`config.mk`:
```
export PLATFORM = sky130hd
export DESIGN_NAME = ifu_prefetch
export DESIGN_NICKNAME = d
export VERILOG_FILES = /design/src/rtl/ifu_pkg.sv /design/src/rtl/ifu_fifo.sv /design/src/rtl/ifu_prefetch.sv
export SDC_FILE = /design/constraint.sdc
export NUM_CORES = 1
export LEC_CHECK = 0
export ABC_AREA = 1
export CAP_MARGIN = 30
export CORE_MARGIN = 2
export CORE_UTILIZATION = 52
export DETAILED_ROUTE_END_ITERATION = 8
export PLACE_DENSITY = 0.86
export SLEW_MARGIN = 20
export SYNTH_ARGS = -nofsm -noshare
export SYNTH_HDL_FRONTEND = slang
export SYNTH_SLANG_ARGS = --single-unit
```
`constraint.sdc`:
```
create_clock -name i_clk -period 6.73 [get_ports i_clk]
set_input_delay 1.0095 -clock i_clk [delete_from_list [all_inputs] [get_ports i_clk]]
set_output_delay 1.0095 -clock i_clk [all_outputs]
set_load 0.02 [all_outputs]
```
`src/rtl/ifu_pkg.sv`:
```
// ifu_pkg: shared fetch-unit types (fsm states, fetch entry) and constants.
package ifu_pkg;
  typedef enum logic [1:0] {S_BOOT, S_RUN, S_HALT} state_t;
  typedef struct packed {
    logic [31:0] pc;
    logic [31:0] insn;
  } fetch_entry_t;
  localparam logic [31:0] INSN_NOP = 32'h0000_0013;
endpackage

```
`src/rtl/ifu_fifo.sv`:
```
// ifu_fifo: synchronous FIFO with push/pop/flush; push and pop may coincide when full.
module ifu_fifo #(
  parameter int WIDTH = 32,
  parameter int DEPTH = 4
) (
  input  logic                       clk,
  input  logic                       rst,
  input  logic                       push,
  input  logic                       pop,
  input  logic                       flush,
  input  logic [WIDTH-1:0]           wdata,
  output logic [WIDTH-1:0]           rdata,
  output logic [$clog2(DEPTH+1)-1:0] count,
  output logic                       full,
  output logic                       empty
);
  localparam int AW = $clog2(DEPTH);
  localparam int CW = $clog2(DEPTH+1);
  logic [WIDTH-1:0] mem [DEPTH];
  logic [AW-1:0] wp, rp;
  logic do_push, do_pop;
  assign full = count == CW'(DEPTH);
  assign empty = count == '0;
  assign do_pop = pop & ~empty;
  assign do_push = push & (~full | do_pop);
  assign rdata = mem[rp];
  always_ff @(posedge clk)
    if (do_push) mem[wp] <= wdata;
  always_ff @(posedge clk)
    if (rst || flush) begin
      wp <= '0;
      rp <= '0;
      count <= '0;
    end else begin
      wp <= wp + AW'(do_push);
      rp <= rp + AW'(do_pop);
      count <= count + CW'(do_push) - CW'(do_pop);
    end
endmodule

```
`src/rtl/ifu_prefetch.sv`:
```
// ifu_prefetch: fetch PC, imem request/response tracking and in-order prefetch queue for decode.
// Define IFU_BYPASS_EN to forward a response straight to decode when the queue is empty.
module ifu_prefetch
  import ifu_pkg::*;
#(
  parameter int              XLEN     = 32,
  parameter int              DEPTH    = 4,
  parameter logic [XLEN-1:0] RESET_PC = '0
) (
  input  logic            i_clk,
  input  logic            i_rst,
  input  logic            i_stop,
  output logic            o_imem_req,
  output logic [XLEN-1:0] o_imem_addr,
  input  logic            i_imem_gnt,
  input  logic            i_imem_rvalid,
  input  logic [XLEN-1:0] i_imem_rdata,
  output logic            o_insn_vld,
  output logic [XLEN-1:0] o_insn,
  output logic [XLEN-1:0] o_insn_pc,
  input  logic            i_insn_rdy,
  input  logic            i_redirect,
  input  logic [XLEN-1:0] i_redirect_pc,
  output logic            o_misalign,
  output logic            o_busy
);
  localparam int CW = $clog2(DEPTH+1);
  typedef struct packed {
    logic [XLEN-1:0] pc;
    logic [XLEN-1:0] insn;
  } entry_t;
  state_t state, state_nx;
  logic [XLEN-1:0] fetch_pc, tag_pc;
  logic [CW-1:0] drop, outst, q_count, t_count, credits;
  logic gnt_fire, rsp_keep, byp, q_push, q_pop, q_empty, q_full, t_full, t_empty;
  entry_t q_head;
  // live tags plus pending drops account for every request still owed a response
  assign outst = t_count + drop;
  assign credits = CW'(DEPTH) - q_count - outst;
  assign o_imem_req = (state == S_RUN) & ~i_stop & (credits != '0);
  assign o_imem_addr = fetch_pc;
  assign gnt_fire = o_imem_req & i_imem_gnt;
  assign rsp_keep = i_imem_rvalid & (drop == '0) & ~i_redirect;
  assign o_busy = outst != '0;
`ifdef IFU_BYPASS_EN
  assign byp = rsp_keep & q_empty;
`else
  assign byp = 1'b0;
`endif
  assign q_push = rsp_keep & ~(byp & i_insn_rdy);
  assign q_pop = ~q_empty & i_insn_rdy & ~i_redirect;
  assign o_insn_vld = ~q_empty | byp;
  assign o_insn = ~q_empty ? q_head.insn : byp ? i_imem_rdata : '0;
  assign o_insn_pc = ~q_empty ? q_head.pc : byp ? tag_pc : '0;
  ifu_fifo #(.WIDTH(XLEN), .DEPTH(DEPTH)) u_tag (
    .clk(i_clk), .rst(i_rst), .push(gnt_fire), .pop(rsp_keep), .flush(i_redirect),
    .wdata(fetch_pc), .rdata(tag_pc), .count(t_count), .full(t_full), .empty(t_empty)
  );
  ifu_fifo #(.WIDTH(2*XLEN), .DEPTH(DEPTH)) u_queue (
    .clk(i_clk), .rst(i_rst), .push(q_push), .pop(q_pop), .flush(i_redirect),
    .wdata({tag_pc, i_imem_rdata}), .rdata(q_head), .count(q_count), .full(q_full), .empty(q_empty)
  );
  always_comb state_nx = state == S_BOOT ? S_RUN : i_stop ? S_HALT : S_RUN;
  always_ff @(posedge i_clk)
    if (i_rst) begin
      state <= S_BOOT;
      fetch_pc <= RESET_PC;
      drop <= '0;
      o_misalign <= 1'b0;
    end else begin
      state <= state_nx;
      fetch_pc <= i_redirect ? {i_redirect_pc[XLEN-1:2], 2'b00} : gnt_fire ? fetch_pc + XLEN'(4) : fetch_pc;
      drop <= i_redirect ? outst + CW'(gnt_fire) - CW'(i_imem_rvalid) : drop - CW'(i_imem_rvalid && drop != '0);
      o_misalign <= i_redirect & |i_redirect_pc[1:0];
    end
  always_ff @(posedge i_clk)
    if (!i_rst) assert (!(t_full && gnt_fire && !i_redirect) && !(t_empty && rsp_keep) && !(q_full && q_push && !q_pop));
endmodule

```
==> metrics.md, run 1 <==
| Metric | Value |
|---|---|
| Status | `completed` |
| VDD IR max | `0.229 mV` |
| Max-Cap Viols | `0` |
| Synth warn | `0` |
| I/O Pins | `171` |
| Crit start category | `flop` |
| Crit path DAT | `between 3 and 4 ns` |
| Top cells by area, synth | `edfxtp_1 63%, nor2_1 8.3%, dfxtp_1 5.7%, o21ai_0 5.4%, nand2_1 4.6%` |
| Share of cells above drive strength 1 | `0.0566` |
| WL per Instance | `between 15 and 20 um` |
| FP Rows | `67` |
| Worst setup path class | `flop to output port` |
| Vias in the first global route | `12,200` |
| Inserted Clock Buffers | `41` |
| Final HPWL DP | `24.1 mm` |
| Leading cell types in the layout, fill and taps excluded | `386 x nor2_1, 368 x edfxtp_1, 215 x nand2_1` |
| First-pass GRT wire length | `~64 mm` |
| Post-route DRC violation count | `0` |
| Post-cts resize count | `0` |
| Commonest non-fill, non-tap cell in the layout | `nor2_1` |
| GRT overflow | `0` |
| Antenna violations before repair | `0` |
| CP endpoint kind | `output port` |
| Total GRT Usage | `0.229` |
| Relative slew slack | `0.365` |
| Setup-failing EPs final | `0` |
| Bufs and invs on worst path | `6` |
| Iteration-0 DRC Markers | `1,364` |
| Mapped cell area | `approximately 0.018 sq mm` |
| RSZ-0062 raised after global routing | `false` |
| Worst Skew | `approximately 0.015 ns` |
| Antenna diodes | `0` |
| Clock buffer depth | `3` |
| Skew-Pair Late Insertion Delay | `0.54 ns` |
| Worst-path cell chain | `ha_1 > inv_1 > fa_1 > inv_1 > ha_1 > inv_1 > ha_1 > inv_1 > nand3_1 > nand2_1 > nand2_1 > nand3_2 > nand2_1 > inv_1 > clkdlybuf4s50_1` |
| Seq/Total Area, Yosys | `0.688` |
| Post-Syn Instances | `1,613` |
| Clk slew on worst S/H paths | `approximately 0.060 ns` |
| Top cell type's share of synthesized area | `0.631` |
| Layout area overhead | `19.3%` |
| Final TNS setup | `0 ns` |
| Die width | `roughly 190 um` |
| Port-buffer cells | `~170` |
| Setup WS post-layout | `between 2 and 2.5 ns` |
| Fmax | `~230 MHz` |
| Top_reg_cell synth | `edfxtp_1` |
| Crit path top cell by count | `inv_1` |
| Drt first pass iters | `5` |
| Post-route antenna net violation count | `0` |
| Critical path fanouts, max | `3` |
| Leakage | `just over 7 nW` |
| H-Tree Depth | `2` |
| Largest net degree at the start of global routing | `77` |
| Initial Util | `0.525` |
| DIE AREA | `between 0.03 and 0.04 sq mm` |
| Nets | `1,849` |
| Worst Path Required | `about 5.7 ns` |
| Core Region | `around 0.033 sq mm` |
| Via density per instance | `approximately 5.6` |
| Post-layout util | `0.626` |
| Critical Path Slowest Stage Cell | `clkdlybuf4s50_1` |
| Async S/R FF share, synth | `0` |
| CTS root buf | `clkbuf_16` |
| Routability cong. | `~0.9` |
| Post-route clock period utilization | `0.646` |
| Post-synth EDFFs | `~370` |
| Die Ht | `about 190 um` |
| Class of the worst hold path | `flop to flop` |
| Worst-margin pin slew | `~0.95 ns` |
| CTS sink cnt | `418` |
| Final instance area | `0.0209 sq mm` |
| Placed instance area | `just under 0.02 sq mm` |
| CTS tree | `built` |
| Dominant cell type by area after synthesis | `edfxtp_1` |
| Dpl ws | `approximately 2.1 ns` |
| Total setup buffers inserted after CTS | `0` |
| Final min period | `between 4 and 5 ns` |
| Synth Register Bits | `418` |
| Cell class contributing the biggest share of worst-path delay | `adder cells` |
| Worst hold slack | `0.526 ns` |
| Cts hold-fix bufs | `0` |
| Yosys cell types | `33` |
| Final hold vios | `0` |
| Syn avg cell area | `between 10 and 15 sq um` |
| Final Max Slew Viols | `0` |
| DR vias | `~12,000` |
| Final WL | `40.9 mm` |
| Power density over the cells | `approximately 270 mW/mm^2` |
| CP max stage delay | `~0.60 ns` |
worst reg2reg max path, cell delays in order, from the launching register on:
cell     delay, ns
dfxtp_1       0.36
ha_1          0.16
inv_1         0.04
fa_1          0.49
inv_1         0.10
ha_1          0.29
inv_1         0.04
ha_1          0.20
inv_1         0.06
nand3_1       0.07
nand2_1       0.09
inv_1         0.05
nand2_1       0.07
nand3_2       0.12
nand3_4       0.34
inv_1         0.14
nand2_1       0.25
inv_1         0.12
ha_1          0.21
fa_1          0.37
xor2_1        0.19
o21ai_0       0.10
a21oi_1       0.15
state kept, by name, summed over array words and instances, names as in the netlist:
name / cells
drop: 3
o_imem_addr: 30
o_misalign: 1
state: 2
u_queue.count: 3
u_queue.mem: 248
u_queue.rp: 2
u_queue.wp: 2
u_tag.count: 3
u_tag.mem: 120
u_tag.rp: 2
u_tag.wp: 2
per-stage QoR:
| stage | cells | power, W |
|---|---|---|
| CTS | 2232 | 0.00574 |
| floorplan | 1616 | 0.00334 |
| global route | 2232 | 0.00590 |
| global placement | 2158 | 0.00354 |
| detailed placement | 2162 | 0.00357 |
| finish | 2232 | 0.00572 |
cells in the mapped netlist, drive strengths merged (2+ instances only):
cell,count
inv,72
nand4,2
nor3,12
a21oi,86
xor2,18
o22ai,32
nand2,216
nand3b,9
dfxtp,50
nor2,391
o21ai,188
clkbuf,61
fa,4
xnor2,6
buf,26
clkinv,3
nand3,48
edfxtp,368
ha,17
layer usage:
| metal | track usage | up-vias | part of all wire |
|---|---|---|---|
| met5 | 0 | - | 0 |
| met4 | 0.0803 | 0 | 0.023 |
| met3 | 0.0360 | 73 | 0.088 |
| met2 | 0.383 | 624 | 0.49 |
| met1 | 0.306 | 5957 | 0.40 |
| li1 | - | 5826 | - |
cell type report:
cell class | count | area (sq um)
Clock buffer | 53 | 1110
Clock inverter | 17 | 169
Fill cell | 2448 | 12500
Inverter | 75 | 282
Multi-Input combinational cell | 1036 | 4840
Sequential cell | 418 | 12100
Tap cell | 448 | 561
Timing Repair Buffer | 185 | 1860
final timing paths:
kind / startpoint / depth (start not counted) / slack, ns / end
setup / recovery: u_tag.count[0]$_SDFF_PP0_ / 15 / 2.38 / o_imem_req
hold / removal: state[0]$_SDFF_PP0_ / 2 / 0.53 / state[1]$_SDFF_PP0_
setup reg to reg: u_tag.count[0]$_SDFF_PP0_ / 22 / 2.65 / u_tag.count[2]$_SDFF_PP0_
hold reg to reg: state[0]$_SDFF_PP0_ / 2 / 0.53 / state[1]$_SDFF_PP0_
cell families after synthesis:
| family | after synthesis | share of synthesized area |
|---|---|---|
| AO/OA/AOI/OAI | 307 | 0.0901 |
| other | 1 | 0.000214 |
| buffers and inverters | 162 | 0.0379 |
| XOR/XNOR | 24 | 0.0120 |
| flip-flops | 418 | 0.688 |
| AND/OR/NAND/NOR | 680 | 0.155 |
| adder cells (fa/ha/maj) | 21 | 0.0167 |
power by group:
group          leakage [nW]  total [W]  internal (W)  switching, W
logic                  2.89   0.000550      0.000211      0.000339
registers              3.76    0.00298       0.00292     0.0000602
clock network         0.627    0.00219       0.00125      0.000943
(Power assumes the default switching activity.)
==> run 2, diff against run 1 <==
--- a/config.mk
+++ b/config.mk
@@ -8,9 +8,9 @@
 export ABC_AREA = 1
 export CAP_MARGIN = 30
 export CORE_MARGIN = 2
-export CORE_UTILIZATION = 52
+export CORE_UTILIZATION = 57
 export DETAILED_ROUTE_END_ITERATION = 8
-export PLACE_DENSITY = 0.86
+export PLACE_DENSITY = 0.89
 export SLEW_MARGIN = 20
 export SYNTH_ARGS = -nofsm -noshare
 export SYNTH_HDL_FRONTEND = slang
==> constraint.sdc (replaced) <==
create_clock -name i_clk -period 4.06 [get_ports i_clk]
set_input_delay 0.609 -clock i_clk [delete_from_list [all_inputs] [get_ports i_clk]]
set_output_delay 0.609 -clock i_clk [all_outputs]
set_load 0.02 [all_outputs]
==> run 2 against run 1 <==
Compared with the run above: sequential share of layout area is 0.059 points lower; critical path depth is 7 higher; total power increased by 65%; global-route usage grew 3.0 points; sequential power rose by 66%; utilization rose by 6.1 points; non-clock buffer count grew 9; clock-buffer cell count grew 3; via count rose by 2.4%; first-iteration DRC count is 8.6% higher; critical path type is now flop to flop; critical endpoint is now u_tag.count[2]$_SDFF_PP0_.
==> metrics.md, run 2 (synthesis gave the netlist of run 1 again) <==
| Metric | Value |
|---|---|
| Share of cells above drive strength 1 | `0.0584` |
| Setup-failing EPs final | `0` |
| Crit start category | `flop` |
| Leakage | `roughly 7.3 nW` |
| WL per Instance | `19.2 um` |
| Die Ht | `~180 um` |
| I/O Pins | `approximately 170` |
| Critical path fanouts, max | `5` |
| Post-layout util | `0.687` |
| Critical Path Slowest Stage Cell | `fa_1` |
| Core Region | `slightly above 0.03 sq mm` |
| Antenna diodes | `0` |
| H-Tree Depth | `2` |
| Fmax | `270 MHz` |
| Bufs and invs on worst path | `7` |
| Status | `completed` |
| Final Max Slew Viols | `0` |
| CP endpoint kind | `flop` |
| FP Rows | `64` |
| R2r setup slk | `0.36 ns` |
| Iteration-0 DRC Markers | `between 1,000 and 1,500` |
| Leading cell types in the layout, fill and taps excluded | `386 x nor2_1, 368 x edfxtp_1, 215 x nand2_1` |
| RSZ-0062 raised after global routing | `false` |
| Dpl ws | `0.389 ns` |
| Post-route clock period utilization | `0.911` |
| Setup WS post-layout | `between 0.3 and 0.4 ns` |
| Drt first pass iters | `6` |
| VDD IR max | `~0.28 mV` |
| Final HPWL DP | `24.9 mm` |
| Final WL | `between 40 and 50 mm` |
| Max-Cap Viols | `0` |
| Clock buffer depth | `3` |
| Cts hold-fix bufs | `0` |
| Post-route antenna net violation count | `0` |
| CTS tree | `built` |
| Final instance area | `between 0.02 and 0.025 sq mm` |
| DR vias | `approximately 13,000` |
| Antenna violations before repair | `0` |
| Power density over the cells | `~450 mW/mm^2` |
| Total GRT Usage | `0.259` |
| First-pass GRT wire length | `roughly 64 mm` |
| Placed instance area | `between 0.015 and 0.02 sq mm` |
| Largest register FFs | `roughly 250` |
| Nets | `around 1,900` |
| CTS sink cnt | `between 400 and 500` |
| Crit path top cell by count | `inv_1` |
| Routability cong. | `between 0.8 and 0.9` |
| Worst setup path class | `flop to flop` |
| Worst-margin pin slew | `0.897 ns` |
| Cell class contributing the biggest share of worst-path delay | `adder cells` |
| Largest net degree at the start of global routing | `94` |
| Post-route DRC violation count | `0` |
| DIE AREA | `~0.032 sq mm` |
| Port-buffer cells | `166` |
| Final hold vios | `0` |
| CTS root buf | `clkbuf_16` |
| Commonest non-fill, non-tap cell in the layout | `nor2_1` |
| Inserted Clock Buffers | `40` |
| Clk slew on worst S/H paths | `approximately 0.06 ns` |
| Worst-path cell chain | `ha_1 > inv_1 > fa_1 > inv_1 > ha_1 > inv_1 > ha_1 > inv_1 > nand3_1 > nand2_1 > inv_1 > nand2_1 > nand3_2 > nand3_4 > inv_1 > nand2_1 > inv_1 > ha_1 > fa_1 > xor2_1 > o21ai_0 > a21oi_1` |
| Crit path DAT | `4.12 ns` |
| CP max stage delay | `0.49 ns` |
| Relative slew slack | `0.402` |
| Die width | `roughly 180 um` |
| Initial Util | `0.575` |
| Worst Skew | `~0.014 ns` |
| Final min period | `3.70 ns` |
| Class of the worst hold path | `flop to flop` |
| Worst Path Required | `4.48 ns` |
| Largest reg by FF count | `u_queue.mem` |
| Skew-Pair Late Insertion Delay | `around 0.53 ns` |
| Via density per instance | `around 5.8` |
| GRT overflow | `0` |
| Layout area overhead | `19.4%` |
| Vias in the first global route | `approximately 12,000` |
## run 2: final timing paths
check                            from                   endpoint  cells after the start
setup / recovery   drop[0]$_SDFF_PP0_  u_tag.count[2]$_SDFF_PP0_                     22
hold / removal    state[0]$_SDFF_PP0_        state[1]$_SDFF_PP0_                      2
setup reg to reg   drop[0]$_SDFF_PP0_  u_tag.count[2]$_SDFF_PP0_                     22
hold reg to reg   state[0]$_SDFF_PP0_        state[1]$_SDFF_PP0_                      2
## run 2: area by class of cell
| cell class | count | area, sq um |
|---|---|---|
| well taps | 396 | 495 |
| clock buffers | 56 | 1090 |
| repair buffers | 194 | 1970 |
| multi-input cells | 1036 | 4860 |
| flip-flops and latches | 418 | 12100 |
| fillers | 1994 | 9530 |
| clock inverters | 18 | 140 |
| inverters | 75 | 282 |
## run 2: worst register-to-register path, cell delays in order, from the launching register on
cell and delay (ns):
dfxtp_1 0.36, ha_1 0.16, inv_1 0.05, fa_1 0.49, inv_1 0.10, ha_1 0.28, inv_1 0.04, ha_1 0.20
inv_1 0.05, nand3_1 0.07, nand2_1 0.09, inv_1 0.04, nand2_1 0.06, nand3_2 0.10, nand3_4 0.09, inv_1 0.07
nand2_1 0.21, inv_1 0.11, ha_1 0.21, fa_1 0.39, xor2_1 0.17, o21ai_0 0.19, a21oi_1 0.06
## run 2: stage by stage
step | TNS [ns] | power, W | instances | hold WS (ns)
2_1_floorplan | -43.57 | 0.00553 | 1616 | 0.487
4_1_cts | 0 | 0.00943 | 2193 | 0.534
6_report | 0 | 0.00941 | 2193 | 0.531
5_1_grt | 0 | 0.00971 | 2193 | 0.567
3_3_place_gp | 0 | 0.00590 | 2118 | 0.500
3_5_place_dp | 0 | 0.00595 | 2119 | 0.527
## run 2: power breakdown
| part | leakage [nW] | internal [W] | total (W) | switching, W |
|---|---|---|---|---|
| Sequential | 3.76 | 0.00483 | 0.00494 | 0.000104 |
| Combinational | 2.97 | 0.000362 | 0.000940 | 0.000578 |
| Clock | 0.595 | 0.00201 | 0.00354 | 0.00152 |
## run 2: what timing repair did
item | in CTS | in global routing
endpoints found under the setup margin | 0 | 1
setup buffers | 0 | 0
gates resized for setup | 0 | 1
## run 2: layer usage
metal  global-route usage  share of wire  vias to the layer above
li1                     -              -                     5842
met5                    0              0                        -
met1                0.340           0.38                     6076
met2                0.441           0.49                      767
met3               0.0418           0.10                       91
met4               0.0890          0.023                        0
==> run 3, diff against run 2 <==
--- a/config.mk
+++ b/config.mk
@@ -11,7 +11,7 @@
 export CORE_UTILIZATION = 57
 export DETAILED_ROUTE_END_ITERATION = 8
 export PLACE_DENSITY = 0.89
-export SLEW_MARGIN = 20
+export SLEW_MARGIN = 30
 export SYNTH_ARGS = -nofsm -noshare
 export SYNTH_HDL_FRONTEND = slang
 export SYNTH_SLANG_ARGS = --single-unit
==> run 3 against run 2 <==
Compared with the run above: sequential cell count unchanged; clock power is 1% lower; die area unchanged; critical endpoint unchanged; wire length shrank 0.13%; total power down 0.47%; combinational power decreased by 0.5%; via count fell by 0.81%; register-to-register slack got worse by 0.04 ns; final area decreased by 0.18%; setup slack lost 0.041 ns; critical path depth did not move; fmax is 1.1% lower.
==> metrics.md, run 3 (synthesis gave the netlist of run 1 again) <==
| Metric | Value |
|---|---|
| Status | `completed` |
| Class of the worst hold path | `flop to flop` |
| Relative slew slack | `0.411` |
| Core Region | `between 0.03 and 0.04 sq mm` |
| CTS sink cnt | `around 420` |
| Port-buffer cells | `roughly 170` |
| Cells after DPL | `around 2,100` |
| Skew-Pair Late Insertion Delay | `about 0.54 ns` |
| Reg-to-reg endpoint | `u_tag.count[2]$_SDFF_PP0_` |
| VDD IR max | `0.335 mV` |
| Setup-failing EPs final | `0` |
| Die width | `approximately 180 um` |
| Die Ht | `around 180 um` |
| Worst hold slack | `0.528 ns` |
| DR vias | `between 10,000 and 15,000` |
| Worst setup path class | `flop to flop` |
| DIE AREA | `0.0321 sq mm` |
| Power density over the cells | `449 mW/mm^2` |
| Leakage | `about 7.3 nW` |
| Initial Util | `0.575` |
| Largest reg by FF count | `u_queue.mem` |
| Share of cells above drive strength 1 | `0.0591` |
| CTS tree | `built` |
| Vias in the first global route | `about 12,000` |
| FP Rows | `64` |
| Commonest non-fill, non-tap cell in the layout | `nor2_1` |
| Hold_sp | `state[0]$_SDFF_PP0_` |
| Hold-critical path depth | `2` |
| I/O Pins | `~170` |
| Largest net degree at the start of global routing | `94` |
| WL per Instance | `around 19 um` |
| Layout area overhead | `19.2%` |
| Setup WS post-layout | `between 0.3 and 0.4 ns` |
| Antenna violations before repair | `0` |
| Final Max Slew Viols | `0` |
| Nets | `1,856` |
| Crit path DAT | `~4.2 ns` |
| First-pass GRT wire length | `about 64 mm` |
| FF-to-FF Start | `u_tag.count[0]$_SDFF_PP0_` |
| CP endpoint kind | `flop` |
| Final HPWL DP | `roughly 25 mm` |
| Clock buffer depth | `3` |
| Total GRT Usage | `0.259` |
| Worst Reg-to-Reg Cells | `22` |
| Post-route DRC violation count | `0` |
| Inserted Clock Buffers | `40` |
| Routability cong. | `between 0.8 and 0.9` |
| Cts hold-fix bufs | `0` |
| Post-route clock period utilization | `0.921` |
| Post-route antenna net violation count | `0` |
| Worst-margin pin slew | `between 0.8 and 0.9 ns` |
| Final hold vios | `0` |
| RSZ-0062 raised after global routing | `false` |
| Dpl ws | `roughly 0.36 ns` |
| Final WL | `42.1 mm` |
| R2r setup slk | `0.32 ns` |
| Antenna diodes | `0` |
| Drt first pass iters | `7` |
| Fmax | `267 MHz` |
| Largest register FFs | `around 250` |
| Crit start category | `flop` |
| Worst Path Required | `4.47 ns` |
| Worst Skew | `0.0315 ns` |
| CTS root buf | `clkbuf_16` |
| Total power | `about 0.0094 W` |
| Hold Path End | `state[1]$_SDFF_PP0_` |
| Non-filler instance count after layout | `2,191` |
| Leading cell types in the layout, fill and taps excluded | `386 x nor2_1, 368 x edfxtp_1, 215 x nand2_1` |
| Critical path fanouts, max | `5` |
| Iteration-0 DRC Markers | `around 1,500` |
| Clk slew on worst S/H paths | `0.06 ns` |
| H-Tree Depth | `2` |
| Final min period | `3.74 ns` |
| GRT overflow | `0` |
| Via density per instance | `5.78` |
| Max-Cap Viols | `0` |
## run 3: report_power, final
group	leakage [nW]	internal, W	switching [W]
Combinational	2.95	0.000361	0.000574
Sequential	3.76	0.00483	0.000104
Clock	0.605	0.00198	0.00152
## run 3: final cells by class
class | count | area (sq um)
clock buffers | 55 | 1110
clock inverters | 18 | 114
fillers | 1999 | 9570
inverters | 75 | 282
multi-input cells | 1036 | 4860
flip-flops and latches | 418 | 12100
well taps | 396 | 495
repair buffers | 193 | 1940
## run 3: critical path, stage by stage (launching register included)
cell     delay, ns
dfxtp_1       0.36
ha_1          0.16
inv_1         0.05
fa_1          0.49
inv_1         0.10
ha_1          0.28
inv_1         0.04
ha_1          0.20
inv_1         0.05
nand3_1       0.07
nand2_1       0.09
inv_1         0.04
nand2_1       0.06
nand3_2       0.10
nand3_4       0.09
inv_1         0.07
nand2_1       0.22
inv_1         0.12
ha_1          0.21
fa_1          0.38
xor2_1        0.17
o21ai_0       0.20
a21oi_1       0.07
## run 3: worst max-delay path by stage
| stage | start | end | slack (ns) | cells past startpoint |
|---|---|---|---|---|
| 2_1_floorplan | drop[0]$_SDFF_PP0_ | u_tag.mem[0][10]$_DFFE_PP_ | -0.73 | 16 |
| 3_3_place_gp | drop[0]$_SDFF_PP0_ | u_tag.count[2]$_SDFF_PP0_ | 0.56 | 22 |
| 3_5_place_dp | u_tag.count[0]$_SDFF_PP0_ | u_tag.count[2]$_SDFF_PP0_ | 0.36 | 22 |
| 4_1_cts | u_tag.count[0]$_SDFF_PP0_ | o_imem_req | 0.09 | 15 |
| 5_1_grt | u_tag.count[0]$_SDFF_PP0_ | u_tag.count[2]$_SDFF_PP0_ | 0.09 | 22 |
| 6_report | u_tag.count[0]$_SDFF_PP0_ | u_tag.count[2]$_SDFF_PP0_ | 0.32 | 22 |
## run 3: what timing repair did
action                                  in CTS  in global routing
resized for setup                            0                  1
setup buffers                                0                  0
endpoints found under the setup margin       0                  1
## run 3: stage by stage
stage               TNS, ns   util  area (sq um)
floorplan            -43.57      -         17600
global placement          0  0.645         19600
detailed placement        0  0.645         19600
CTS                       0  0.685         20900
global route              0  0.685         20900
finish                    0  0.685         20900
## run 3: layer usage
layer  wire length (um)  GRT usage  up-vias
met4               1120     0.0985        0
li1                   -          -     5840
met1              15900      0.333     5962
met3               4390     0.0469       99
met2              20700      0.439      771
met5                  0          0        -
